==> src/rtl/ets_pkg.sv <==
// Shared types and defaults for the ETS delay sequencer.
package ets_pkg;

  localparam int ETS_DELAY_W        = 8;
  localparam int ETS_DEFAULT_SETTLE = 64;

  typedef enum logic [1:0] {
    ST_IDLE,
    ST_SETTLE,
    ST_CAPTURE,
    ST_DONE
  } ets_seq_state_t;

endpackage

==> src/rtl/ets_settle_timer.sv <==
// Settle countdown: counts locked cycles after a delay change; any unlocked
// cycle while enabled restarts the interval.
module ets_settle_timer #(
  parameter int SETTLE_CYCLES = 64
) (
  input  logic clk,
  input  logic reset,
  input  logic load,
  input  logic enable,
  input  logic lock,
  output logic zero
);

  localparam int CW = (SETTLE_CYCLES > 1) ? $clog2(SETTLE_CYCLES) : 1;
  localparam logic [CW-1:0] RELOAD = CW'(SETTLE_CYCLES - 1);

  logic [CW-1:0] count;

  always_ff @(posedge clk) begin
    if (reset) begin
      count <= '0;
    end else if (load || (enable && !lock)) begin
      count <= RELOAD;
    end else if (enable && (count != '0)) begin
      count <= count - CW'(1);
    end
  end

  assign zero = (count == '0);

endmodule

==> src/rtl/ets_delay_sequencer.sv <==
// Sweeps the PLL dynamic-delay code over a latched range, settling after each
// change and requesting a fixed number of sampler captures per code.
module ets_delay_sequencer
  import ets_pkg::*;
#(
  parameter int SETTLE_CYCLES = ETS_DEFAULT_SETTLE,
  parameter int DELAY_W       = ETS_DELAY_W
) (
  input  logic               clk,
  input  logic               reset,
  input  logic               start,
  input  logic               abort,
  input  logic [DELAY_W-1:0] step_first,
  input  logic [DELAY_W-1:0] step_last,
  input  logic [DELAY_W-1:0] step_stride,
  input  logic [7:0]         caps_per_step,
  input  logic               pll_lock,
  output logic [DELAY_W-1:0] delay,
  output logic               capture_req,
  input  logic               capture_ack,
  output logic               busy,
  output logic               done,
  output logic               aborted
);

  ets_seq_state_t state_q, state_d;

  logic [DELAY_W-1:0] last_q, stride_q;
  logic [7:0]         caps_q, cap_cnt_q, cap_cnt_d;
  logic [DELAY_W-1:0] delay_d;
  logic               req_d, busy_d, done_d, aborted_d;
  logic               latch_range;
  logic               tmr_load, tmr_en, tmr_zero;
  logic               xfer, last_code;
  logic [DELAY_W:0]   next_code;

  ets_settle_timer #(.SETTLE_CYCLES(SETTLE_CYCLES)) u_settle (
    .clk    (clk),
    .reset  (reset),
    .load   (tmr_load),
    .enable (tmr_en),
    .lock   (pll_lock),
    .zero   (tmr_zero)
  );

  assign xfer      = capture_req & capture_ack;
  // One extra bit so a stride that runs past the top of the code space ends the sweep.
  assign next_code = {1'b0, delay} + {1'b0, stride_q};
  assign last_code = (delay == last_q) || (next_code > {1'b0, last_q}) || next_code[DELAY_W];

  always_comb begin
    state_d     = state_q;
    delay_d     = delay;
    req_d       = capture_req;
    busy_d      = busy;
    done_d      = 1'b0;
    aborted_d   = 1'b0;
    cap_cnt_d   = cap_cnt_q;
    latch_range = 1'b0;
    tmr_load    = 1'b0;
    tmr_en      = 1'b0;

    case (state_q)
      ST_IDLE: begin
        if (start && !abort) begin
          latch_range = 1'b1;
          delay_d     = step_first;
          busy_d      = 1'b1;
          tmr_load    = 1'b1;
          state_d     = ST_SETTLE;
        end
      end

      ST_SETTLE: begin
        tmr_en = 1'b1;
        if (abort) begin
          state_d   = ST_IDLE;
          req_d     = 1'b0;
          busy_d    = 1'b0;
          aborted_d = 1'b1;
        end else if (pll_lock && tmr_zero) begin
          state_d   = ST_CAPTURE;
          req_d     = 1'b1;
          cap_cnt_d = '0;
        end
      end

      ST_CAPTURE: begin
        if (abort) begin
          state_d   = ST_IDLE;
          req_d     = 1'b0;
          busy_d    = 1'b0;
          aborted_d = 1'b1;
        end else if (xfer) begin
          if (cap_cnt_q == caps_q - 8'd1) begin
            req_d = 1'b0;
            if (last_code) begin
              state_d = ST_DONE;
              done_d  = 1'b1;
              busy_d  = 1'b0;
            end else begin
              delay_d  = next_code[DELAY_W-1:0];
              tmr_load = 1'b1;
              state_d  = ST_SETTLE;
            end
          end else begin
            cap_cnt_d = cap_cnt_q + 8'd1;
          end
        end
      end

      ST_DONE: begin
        state_d = ST_IDLE;
      end

      default: begin
        state_d = ST_IDLE;
      end
    endcase
  end

  always_ff @(posedge clk) begin
    if (reset) begin
      state_q     <= ST_IDLE;
      delay       <= '0;
      capture_req <= 1'b0;
      busy        <= 1'b0;
      done        <= 1'b0;
      aborted     <= 1'b0;
      cap_cnt_q   <= '0;
      last_q      <= '0;
      stride_q    <= '0;
      caps_q      <= '0;
    end else begin
      state_q     <= state_d;
      delay       <= delay_d;
      capture_req <= req_d;
      busy        <= busy_d;
      done        <= done_d;
      aborted     <= aborted_d;
      cap_cnt_q   <= cap_cnt_d;
      if (latch_range) begin
        last_q   <= step_last;
        stride_q <= (step_stride == '0) ? DELAY_W'(1) : step_stride;
        caps_q   <= (caps_per_step == 8'd0) ? 8'd1 : caps_per_step;
      end
    end
  end

endmodule

==> config.mk <==
export PLATFORM = sky130hd
export DESIGN_NAME = ets_delay_sequencer
export DESIGN_NICKNAME = d
export VERILOG_FILES = /design/src/rtl/ets_pkg.sv /design/src/rtl/ets_settle_timer.sv /design/src/rtl/ets_delay_sequencer.sv
export SDC_FILE = /design/constraint.sdc
export NUM_CORES = 1
export LEC_CHECK = 0
export ABC_AREA = 1
export CAP_MARGIN = 20
export CELL_PAD_IN_SITES_DETAIL_PLACEMENT = 2
export CELL_PAD_IN_SITES_GLOBAL_PLACEMENT = 2
export CORE_ASPECT_RATIO = 2
export CORE_UTILIZATION = 27
export DETAILED_ROUTE_END_ITERATION = 7
export PLACE_DENSITY_LB_ADDON = 0.1
export SLEW_MARGIN = 20
export SYNTH_ARGS = -nofsm -noshare
export SYNTH_HDL_FRONTEND = slang
export SYNTH_SLANG_ARGS = --single-unit
==> constraint.sdc <==
create_clock -name clk -period 2.98 [get_ports clk]
set_input_delay 0.447 -clock clk [delete_from_list [all_inputs] [get_ports clk]]
set_output_delay 0.447 -clock clk [all_outputs]
set_load 0.01 [all_outputs]
; ---- Yosys cells after proc, flatten, opt, wreduce, memory -nomap -nowiden
; Index checks and enable logic that the tools add are counted.
[classes]
addsub = 4
order_cmp = 1
n_eq_ne = 18
mux = 47
n_bitwise = 5
reduce_logical = 26
[ops]
columns = cell, count
row1 = $mux W8, 12
row2 = $pmux W8 S2, 2
row3 = $mux W1, 20
row4 = $ne A2 B2 Y1 const B, 9
row5 = $reduce_and A6 Y1, 3
row6 = $eq A8 B8 Y1, 2
row7 = $logic_not A8 Y1, 2
row8 = $mux W2, 7
row9 = $mux W6, 2
row10 = $ne A3 B3 Y1 const B, 4
row11 = $add A8 B8 Y9, 1
row12 = $gt A9 B8 Y1, 1
row13 = $add A8 B1 Y8 const B, 1
row14 = $pmux W2 S4, 1
row15 = $reduce_and A4 Y1, 2
row16 = $sub A8 B1 Y8 const B, 1
row17 = $logic_not A6 Y1, 1
row18 = $reduce_bool A2 Y1, 3
row19 = $reduce_bool A6 Y1, 1
row20 = $sub A6 B1 Y6 const B, 1
row21 = $reduce_or A5 Y1, 1
row22 = $eq A2 B2 Y1 const B, 2
row23 = $logic_and A1 B1 Y1, 4
row24 = $not A1 Y1, 4
row25 = other kinds (9), 14
[word_totals]
reg_bits = 52
in_bits = 38
wordCells = 112

; ---- Depth between registers and ports, before layout
[depth]
word_depth = 11
depth_mapped = 22
ltp_nobuf = 22

; ---- Modules after synthesis
; From an unflattened synthesis, not the netlist that was laid out.
[unflattened]
cells_unflattened = 543
area_unflattened_um2 = 3549.7
[by_module_without_submodules]
columns = module, n_inst, cells_per_inst, area_each_um2
row1 = ets_delay_sequencer, 1, 484, 3123.0
row2 = ets_settle_timer, 1, 59, 426.7

; ---- Least setup slack after synthesis
; No wires, ideal clock.
[synth_timing]
kind = register to register
from = register delay[0]
to = register delay[3]
setup_ns = 0.113
arrival_ns = 2.778
path_slack_ns = 0.089
path_stages_with_launch = 19
period_less_slack_ns = 2.891
path_cell_list = dfxtp_1 -> ha_1 -> fa_1 -> nand3_1 -> nand3_1 -> nand3_1 -> nand2_1 -> xor2_1 -> ha_1 -> a21o_1 -> a21oi_1 -> nand2_1 -> nand2_1 -> nand3_1 -> a21oi_1 -> nand2b_4 -> buf_6 -> nor2_1 -> nor2_1
[synth_via]
elab_chain_cells = 6
elab_cells_between_ends = 12
classes_between = 1 x add/sub / 1 x order compare / 2 x eq/ne / 5 x mux / 3 x reduce/logical
[synth_lines]
columns = item, line
row1 = "start, declared", ets_delay_sequencer.sv:18  ; output logic [DELAY_W-1:0] delay,
row2 = "start signal, assigned", ets_delay_sequencer.sv:136  ; delay <= delay_d;
row3 = $add A8 B8 Y9, ets_delay_sequencer.sv:48  ; assign next_code = {1'b0, delay} + {1'b0, stride_q};
row4 = $gt A9 B8 Y1 or $mux W8 (tied branches), "ets_delay_sequencer.sv:49, ets_delay_sequencer.sv:97"
row5 = $logic_or A1 B1 Y1 or $mux W8 (tied branches), "ets_delay_sequencer.sv:49, ets_delay_sequencer.sv:95"
row6 = $logic_or A1 B1 Y1 or $mux W8 (tied branches), "ets_delay_sequencer.sv:49, ets_delay_sequencer.sv:94"
row7 = $ne A2 B2 Y1 (no line) or $mux W8 (tied branches), n/a
row8 = $reduce_and A6 Y1 (no line) or $pmux W8 S2 (tied branches), n/a
; Parallel ways exist; a longest one is shown, timed or not. The select of a mux whose other input is x is not followed.
; A chain may end at the register's enable or synchronous reset.

; ---- Worst setup path after layout
[layout_timing]
from = register delay[0]
to = register delay[1]
; Same word-level chain as after synthesis.

==> metrics.txt <==
clk sinks=52; ant diodes=0; Synth top area share=30.8%; DRC violation total after the first TritonRoute iteration=95; CP startpoint kind=flip-flop; mapped cell area=3380 um^2; status=finished with violations; mean area per synthesized cell=6.43 um^2; FILL cells=1,495; Clock transition at path regs=80 ps; final instance area=4540 um^2; gpl congestion=0.771; largest family of logic cells by synthesized area=simple AND/OR/NAND/NOR gates; Tmin final=2990 ps; Cells after Synth=525; most frequent cells in the layout=nand2_1, inv_1, nor2_1, clkdlybuf4s50_1, dfxtp_1; Max IR drop VDD=0.000306 V; Max Clk Rate=335 MHz; Slew headroom=70.1%; worst-path fanout max=8; site row count=57; Synth Area in Adders=9.11%; hold buffers post-CTS=0; post-synthesis register bit count=52; port bufs=49; layout net count=659; core box area=12,200 um^2; maxcap violations=0; GR Overflow Total=0; worst-skew pair later-pin latency=300 ps; Final setup viols=1; Yosys top cell by area=dfxtp_1; WP data arrival=3220 ps; Synth Area in XOR/XNOR=5.19%; worst slew pin tran=447 ps; total number of vias=3,673; compound-cell area share of the yosys netlist=12.7%; Period Utilization, post-route=100%; Final ANT Viol Nets=0; Power, Total=3.22 mW; CP max stage cell=dfxtp_2; fraction of synthesized area in multiplexers=0%; worst setup margin=-8.88 ps; initial cell density of the core=27.7%; Leak=2.06 nW; Post-Syn Nets=587; Residual DRC=0; vias per inst=4.93; drt first pass iters=4; register area share after synthesis=30.8%; final std cells w/o fill=745; Max Slew Vio Count=0; full die area=13,000 um^2; CTS tree=yes; total CTS buffers=5; clk root buf=clkbuf_16; placed cell area=4200 um^2; reg2reg path depth=19; initial antenna violation count=0; hpwl dp=10,400 um; register area=1050 um^2; Clock Tree Buf Depth=2; placed instance count=734; RSZ-0062 raised after global routing=true; Wirelength per Cell=17.6 um; most common cell after layout, fill and taps aside=nand2_1; I/O Pins=50; Syn-to-layout area delta=34.5%; Routed WL=13,100 um; crit path cell chain=ha_4, fa_2, nand3_2, nand3_2, nand3_2, nand2_2, xor2_2, ha_1, a21o_1, a21oi_2, nand2_1, nand2_1, nand3_2, a21oi_2, buf_6, nand2b_4, nand2_1, nand2_1, nor2_2; Total GRT Usage=21.7%; clk_skew=5.97 ps; violations in the final reports=setup timing; synth unique cells=33; Post-synth EDFFs=0; WS Path Type=flip-flop to flip-flop; Post-synth ARST share=0%; largest net degree at the start of global routing=40; WP data required=3220 ps; Crit. End Element=flip-flop; share of layout cells above drive strength 1=13.9%; synth top area cells=dfxtp_1, nand2_1, ha_1; Worst Hold Class=flip-flop to flip-flop; die width=81.1 um; pwr/cell area=710 nW/um^2; first-pass GRT wire length=21,000 um; hold depth=2; area of the multi-input gates=2170 um^2; vias in the first global route=4,132; simple-gate share of the synthesized area=33.1%; Most used DFF post-synth=dfxtp_1; Die Ht=160 um; Yosys warnings=0; H-Tree Depth=2; final hold violation count=0; Crit path largest cell delay=350 ps
## logic make-up (layout without fill, tap and decap cells)
kind of cell	Yosys count	after routing
flops	52	52
compound gates	82	82
fa+ha+maj	24	24
xor+xnor	20	20
buf+inv	78	150
simple gates	269	270
## layer usage
| metal | part of all wire [%] | global-route usage (%) | vias to the layer above |
|---|---|---|---|
| met5 | 0 | 0 | - |
| met4 | 4.6 | 10.3 | 0 |
| met3 | 2.3 | 2.63 | 23 |
| met2 | 59 | 43.3 | 58 |
| met1 | 34 | 20.2 | 1775 |
| li1 | - | - | 1817 |
## worst max-delay path, delay by kind of cell, from the launching register on
kind / cells / cell delay, ps
AOI/OAI and AO/OA: 3 / 500
xor gates and xnor gates: 1 / 170
adders and majority gates: 3 / 810
buffers and inverters: 1 / 140
DFF: 1 / 350
and+or+nand+nor: 11 / 940
## through the flow
| step | setup slack [ps] | utilization, % | setup TNS (ps) | hold WS (ps) |
|---|---|---|---|---|
| floorplan | 89.0 | - | 0 | 449 |
| global placement | -20.6 | 34.5 | -20.6 | 471 |
| detailed placement | -219 | 34.5 | -2430 | 470 |
| CTS | -31.7 | 37.0 | -41.1 | 485 |
| global route | -183 | 37.3 | -2460 | 511 |
| finish | -8.88 | 37.3 | -8.88 | 478 |
## final timing paths
path | start | endpoint | slack (ps)
worst max register to register | delay[0] | delay[1] | -9
worst max-delay path | delay[0] | delay[1] | -9
worst min-delay path | caps_q[7] | caps_q[7] | 480
worst min register to register | caps_q[7] | caps_q[7] | 480
## synth_stat cells (all sizes together) (6+ instances only)
cell type / n
inv: 60
o21ai: 28
ha: 23
buf: 6
nand4: 13
nor2: 60
xnor2: 9
a21oi: 47
clkbuf: 10
xor2: 11
nand2: 159
nand3: 25
dfxtp: 52
## flip-flops by register name, summed over array words and instances (netlist names)
signal,flops
u_settle.count,6
state_q,2
cap_cnt_q,8
stride_q,8
capture_req,1
delay,8
aborted,1
busy,1
done,1
last_q,8
caps_q,8
## area by class of cell
cell class | count | area share [%]
Tap cell | 147 | 4.05
Inverter | 62 | 5.12
Clock inverter | 3 | 0.936
Multi-Input combinational cell | 396 | 47.9
Clock buffer | 5 | 2.75
Sequential cell | 52 | 23.2
Timing Repair Buffer | 80 | 16.1
## report_power, final
part	internal, mW	switching (mW)	total, mW
clock	0.396	0.292	0.688
combinational	0.692	0.918	1.61
sequential	0.810	0.116	0.926
## timing repair
action / 4_1_cts / 5_1_grt
cloned: 1 / 0
setup endpoints to repair: 17 / 17
buffers inserted: 2 / 0
pin swaps: 10 / 3
gates resized for setup: 28 / 12
hold endpoints to repair: 0 / 0
Power figures use the tool's default switching activity.
